==> config.mk <==
export PLATFORM = sky130hd
export DESIGN_NAME = game_of_life
export DESIGN_NICKNAME = d
export VERILOG_FILES = /design/src/rtl/gol_pkg.sv /design/src/rtl/gol_cell.sv /design/src/rtl/game_of_life.sv
export SDC_FILE = /design/constraint.sdc
export NUM_CORES = 1
export LEC_CHECK = 0
export ABC_AREA = 1
export CAP_MARGIN = 20
export CORE_MARGIN = 2
export CORE_UTILIZATION = 24
export CTS_CLUSTER_SIZE = 12
export DETAILED_ROUTE_END_ITERATION = 10
export GPL_ROUTABILITY_DRIVEN = 0
export GPL_TIMING_DRIVEN = 1
export SYNTH_ARGS = -nofsm -noshare
export SYNTH_HDL_FRONTEND = slang
export SYNTH_SLANG_ARGS = --single-unit
==> constraint.sdc <==
create_clock -name clk -period 4.15 [get_ports clk]
set_clock_uncertainty 0.15 [all_clocks]
set_input_delay 0.415 -clock clk [delete_from_list [all_inputs] [get_ports clk]]
set_output_delay 0.415 -clock clk [all_outputs]
set_load 0.05 [all_outputs]
==> src/rtl/gol_pkg.sv <==
`default_nettype none
// ============================================================================
//  Module      : gol_pkg
//  Description : Shared geometry, grid type and cell-index helper for the
//                8x8 Game of Life engine. Cell (r,c) lives at bit 63-8r-c, so
//                row 0 occupies the top byte and column 0 is each row's MSB.
//  Revision    : 1.0  initial release
// ============================================================================
package gol_pkg;

    localparam int GRID_W = 8;
    localparam int GRID_H = 8;

    typedef logic [63:0] grid_t;

    // Flat bit position of cell (r,c) within a grid_t.
    function automatic int cell_idx(input int r, input int c);
        return 63 - 8 * r - c;
    endfunction

endpackage : gol_pkg
`default_nettype wire

==> src/rtl/gol_cell.sv <==
`default_nettype none
// ============================================================================
//  Module      : gol_cell
//  Description : Next-generation logic for one cell under rule B3/S23.
//                Counts the eight Moore neighbours and decides survival/birth.
//  Ports       : alive_i      - current state of this cell
//                neighbours_i - the eight neighbour states (dead beyond edge)
//                next_o       - state of this cell in the next generation
//  Revision    : 1.0  initial release
// ============================================================================
module gol_cell (
    input  logic       alive_i,
    input  logic [7:0] neighbours_i,
    output logic       next_o
);

    logic [3:0] w_count;

    always_comb begin
        w_count = 4'd0;
        for (int i = 0; i < 8; i++) begin
            w_count = w_count + {3'd0, neighbours_i[i]};
        end
    end

    // Exactly 3 neighbours gives life whatever the current state; a live
    // cell additionally survives with exactly 2.
    assign next_o = (w_count == 4'd3) || (alive_i && (w_count == 4'd2));

endmodule : gol_cell
`default_nettype wire

==> src/rtl/game_of_life.sv <==
`default_nettype none
// ============================================================================
//  Module      : game_of_life
//  Description : Free-running 8x8 Conway's Game of Life engine. The whole grid
//                is held in one register and advances one generation per
//                clock; all 64 next values are computed in parallel from the
//                current register. Edges do not wrap: off-grid cells are dead.
//  Ports       : clk   - clock, all state changes on the rising edge
//                rst   - synchronous active-high reset, loads INIT
//                state - current (registered) grid, cell (r,c) = bit 63-8r-c
//  Revision    : 1.0  initial release
// ============================================================================
module game_of_life
    import gol_pkg::*;
#(
    parameter logic [63:0] INIT = 64'h4020_E000_0000_0000
) (
    input  logic        clk,
    input  logic        rst,
    output logic [63:0] state
);

    grid_t state_q;
    grid_t state_d;

    for (genvar r = 0; r < GRID_H; r++) begin : g_row
        for (genvar c = 0; c < GRID_W; c++) begin : g_col
            logic [7:0] w_nbr;

            // k walks the 3x3 window row-major; k==4 is the cell itself and
            // is skipped, so the remaining eight map onto w_nbr[0..7].
            for (genvar k = 0; k < 9; k++) begin : g_nbr
                localparam int NR = r + (k / 3) - 1;
                localparam int NC = c + (k % 3) - 1;
                if (k != 4) begin : g_use
                    localparam int SLOT = (k < 4) ? k : k - 1;
                    if (NR >= 0 && NR < GRID_H && NC >= 0 && NC < GRID_W) begin : g_in
                        assign w_nbr[SLOT] = state_q[cell_idx(NR, NC)];
                    end else begin : g_edge
                        assign w_nbr[SLOT] = 1'b0;
                    end
                end
            end

            gol_cell u_cell (
                .alive_i      (state_q[cell_idx(r, c)]),
                .neighbours_i (w_nbr),
                .next_o       (state_d[cell_idx(r, c)])
            );
        end
    end

    always_ff @(posedge clk) begin
        if (rst) begin
            state_q <= INIT;
        end else begin
            state_q <= state_d;
        end
    end

    assign state = state_q;

endmodule : game_of_life
`default_nettype wire

# ---- Yosys cells after proc, flatten, opt, wreduce, memory -nomap -nowiden
# Cells that the tools add are included.
dict set report word_totals {
  word_cells 606
  latch_bits 0
  inputBits 2
  reg_bits 64
  rom_bits 0
  mem_bits_rw 0
  memories 0
}
dict set report op_classes {
  shift 0
  n_eq_ne 128
  n_addsub 349
  mux 0
  mul 0
  bitwise 0
  n_reduce_logical 128
  order_cmp 0
  n_div 0
}
# operator count
set ops {}
lappend ops {{4-bit by 1-bit adder with 4-bit output} 292}
lappend ops {{4-bit by 2-bit == test with 1-bit output, second input constant} 128}
lappend ops {{1-bit by 1-bit adder with 2-bit output} 57}
lappend ops {{1-bit logical AND} 64}
lappend ops {{1-bit logical OR} 64}

# ---- Depth between registers and ports, before layout
dict set report depth {
  ltp_word 10
  mapped_depth 13
  ltp_nobuf 13
}

# ---- Cells and area by module
# A second synthesis with hierarchy kept.
dict set report hier_totals {
  cells_unflattened 1993
  hier_area_um2 14660.3
}
# module area_each_um2 n_inst cells_per_inst
set by_module_without_submodules {}
lappend by_module_without_submodules {gol_cell 200.2 64 28}
lappend by_module_without_submodules {game_of_life 1848.0 1 201}

# ---- Worst setup path after synthesis
# No wires, ideal clock.
dict set report synth_path {
  kind {register to register}
  start {reg state_q[17], in the netlist state[17]}
  end {reg state_q[9], in the netlist state[9]}
  slack_ps 1090
  path_stages_with_launch 12
  t_required_ps 3930
  arrival_ps 2840
  path_cell_list {dfxtp_1 -> ha_1 -> inv_1 -> fa_1 -> fa_1 -> inv_1 -> fa_1 -> inv_1 -> fa_1 -> nor2_1 -> nand3_1 -> a21oi_1}
}
dict set report synth_via {
  elab_chain_len 10
  elab_cells_between_ends 11
  cone_classes {7 x add/sub; 2 x eq/ne; 2 x reduce/logical}
}
# element line_no
set synth_lines {}
lappend synth_lines {{start: declaration} game_of_life.sv:23} ;# grid_t state_q;
lappend synth_lines {{start signal: assignment} game_of_life.sv:57} ;# state_q <= state_d;
lappend synth_lines {{1-bit by 1-bit adder with 2-bit output *} gol_cell.sv:22} ;# w_count = w_count + {3'd0, neighbours_i[i]};
lappend synth_lines {{4-bit by 1-bit adder with 4-bit output * (6 in a row)} gol_cell.sv:22}
lappend synth_lines {{4-bit by 2-bit == test with 1-bit output} gol_cell.sv:28} ;# assign next_o = (w_count == 4'd3) || (alive_i && (w_count == 4'd2));
lappend synth_lines {{1-bit logical AND} gol_cell.sv:28}
lappend synth_lines {{1-bit logical OR *} gol_cell.sv:28}
# Every way passes the cells marked *; elsewhere a longest branch is shown, timed or not.
# A chain may end at the register's enable or synchronous reset.

# ---- Final worst setup path
dict set report layout_path {
  start {reg state_q[20], in the netlist state[20]}
  end {reg state_q[29], in the netlist state[29]}
}
dict set report layout_via {
  elab_chain_len 4
  elab_cells_between_ends 5
  cone_classes {1 x add/sub; 2 x eq/ne; 2 x reduce/logical}
}
# element line_no
set layout_lines {}
lappend layout_lines {{4-bit by 1-bit adder with 4-bit output *} gol_cell.sv:22}
lappend layout_lines {{4-bit by 2-bit == test with 1-bit output} gol_cell.sv:28}
lappend layout_lines {{1-bit logical AND} gol_cell.sv:28}
lappend layout_lines {{1-bit logical OR *} gol_cell.sv:28}
# Marks and branches as above.

==> flow_metrics.py <==
metrics = {
    "critical_path": {
        "r2r_slack_ps": 730,
        "critPathMaxFanout": 7,
        "worst_ep_arrival_time_ps": 3550,
        "required_ps": 4280,
        "startpoint_type": "flip-flop",
        "r2r_cells": 10,
        "worst_setup_path_end_kind": "flip-flop",
        "worstSetupPathType": "flip-flop to flip-flop",
    },
    "yosys": {
        "synth-seq-cells": 64,
        "yosys.area.top_type": "fa_1",
        "syn_avg_cell_area_um2": 8.75,
        "synth_cell_types": 18,
        "ys_seq_area_share_pct": 11.7,
        "synth_top_area_share_pct": 35.8,
        "synth_area_leaders": "fa_1 36%, ha_1 18%, inv_1 14%",
        "synth_nets": 1610,
        "netlist_area_um2": 10900,
        "synthCells": 1251,
        "yosys_warnings": 0,
    },
    "route": {
        "vias": 7287,
        "drc": 0,
        "viasPerCell": 3.91,
        "drt_iter0_markers": 252,
        "ant_nets": 0,
        "drtPass1Iterations": 6,
        "wl_per_cell_um": 13.0,
        "routed_wl_um": 24200,
    },
    "pwr": {
        "power_density_nw_per_um2": 310,
        "peakVddDrop_uv": 198,
        "total_leakage_power_nw": 6.34,
        "total_power_mw": 3.75,
    },
    "floorplanning": {
        "die_h_um": 218,
        "dieArea_um2": 47300,
        "num_rows": 78,
        "die_x_um": 218,
        "top_level_ports": 66,
        "start_util_pct": 24.2,
        "core_um2": 45200,
    },
    "layout": {
        "fillCellCount": 4749,
        "layout-drive-gt1-share_pct": 2.77,
        "num_antenna_cells": 0,
        "num-nets-final": 1616,
        "final_util_pct": 26.8,
        "largest_reg_flops": 64,
        "area_growth_pct": 10.5,
    },
    "sta": {
        "slew_headroom_pct": 50.5,
        "final-hold-violation-count": 0,
        "post-route-min-period_ps": 3420,
        "fmax_mhz": 292,
        "timing.setup.tns_ps": 0,
        "rsz0062_at_grt": "false",
        "period_share_pct": 82.4,
        "slew_viol_final": 0,
        "worst_slew_pin_slew_ps": 742,
        "setup_violations": 0,
    },
    "clocking": {
        "cts_sinks": 64,
        "clkSlewWorstSetupHoldPaths_ps": 60,
        "post_cts_buffers": 0,
        "cts.htree.levels": 3,
        "cts_hold_buffers": 0,
        "cts_resized": 0,
        "clock_latency_ps": 350,
        "cts_buffers": 9,
        "tritoncts": "yes",
        "cts_buffer_depth": 2,
        "root_buffer": "clkbuf_16",
    },
    "grt": {
        "grt_overflow_total": 0,
        "grt_pass1_vias": 8267,
        "antenna_found_initial": 0,
        "grt_usage_pct": 11.1,
        "grt_pass1_wl_um": 41800,
        "grt_max_degree": 36,
    },
    "run_status": {
        "status": "finished clean",
    },
    "run": {
        "maxCapViolCount": 0,
    },
    "placement": {
        "portBuffers": 65,
        "dp_hpwl_um": 19800,
    },
    "hold_path": {
        "whs_path_depth": 2,
        "hold_class": "flip-flop to flip-flop",
    },
}
placed cells by master, fill, tap and decap left out, types with 14 or more instances in the layout:
| cell type | instances |
|---|---|
| fa_1 | 196 |
| inv_1 | 419 |
| nand2_1 | 131 |
| nand3b_1 | 22 |
| dfxtp_1 | 64 |
| a21oi_1 | 33 |
| nand3_1 | 23 |
| clkdlybuf4s50_1 | 64 |
| ha_1 | 161 |
| nor2_1 | 89 |
| nor3_2 | 14 |
critical path, cell delays in order, from the launching register on:
cell and delay [ps]:
dfxtp_1 590, inv_1 290, fa_1 530, fa_1 490, inv_1 70, fa_1 410, inv_1 100, fa_1 420
nor2_1 110, nand3_1 80, a21oi_1 110
routing by layer:
metal  vias up  GRT usage [%]  wire length, um
li1       3591              -                -
met1      3586           13.5            10800
met2        82           19.8            12100
met3        28           2.22              881
met4         0           2.97              392
met5         -              0                0
path summary, 6_finish.rpt:
| path | endpoint | start |
|---|---|---|
| worst min-delay path | state[39]$_SDFF_PP0_ | state[39]$_SDFF_PP0_ |
| worst max register to register | state[29]$_SDFF_PP0_ | state[20]$_SDFF_PP0_ |
| worst min register to register | state[39]$_SDFF_PP0_ | state[39]$_SDFF_PP0_ |
| worst max-delay path | state[29]$_SDFF_PP0_ | state[20]$_SDFF_PP0_ |
power by group:
part | internal [mW] | switching [mW] | leakage (nW)
Combinational | 0.857 | 1.28 | 5.67
Sequential | 0.669 | 0.115 | 0.518
Clock | 0.498 | 0.337 | 0.150
layout make-up:
cell class	count	area, um2	area share [%]
Multi-Input combinational cell	696	7540	62.3
Inverter	420	1580	13.0
Sequential cell	64	1280	10.6
Tap cell	600	751	6.21
Timing Repair Buffer	66	653	5.40
Clock buffer	13	260	2.15
Clock inverter	3	40.0	0.331
Yosys cell counts (all sizes together):
cell type	n
nand3b	22
nand2	131
nand3	23
nor4	1
nor2	89
ha	161
fa	196
dfxtp	64
nor3	22
buf	71
a21oi	36
inv	420
o211ai	13
o21ai	2
through the flow:
| stage | area [um2] | instances | setup WS (ps) | hold slack (ps) |
|---|---|---|---|---|
| final | 12100 | 1862 | 730 | 412 |
| after global routing | 12100 | 1862 | 538 | 456 |
| after CTS | 12100 | 1862 | 701 | 424 |
| after detailed placement | 11800 | 1846 | 735 | 414 |
| after global placement | 11800 | 1846 | 759 | 394 |
| after floorplan | 10900 | 1251 | 1090 | 350 |
logic make-up after synthesis:
kind of cell | count (synthesis) | share of synthesized area, %
AND/OR/NAND/NOR | 288 | 11.9
AO/OA/AOI/OAI | 51 | 2.73
buffers and inverters | 491 | 19.5
flip-flops | 64 | 11.7
adder cells (fa/ha/maj) | 357 | 54.2
No activity file was read; power rests on OpenSTA's default activity.
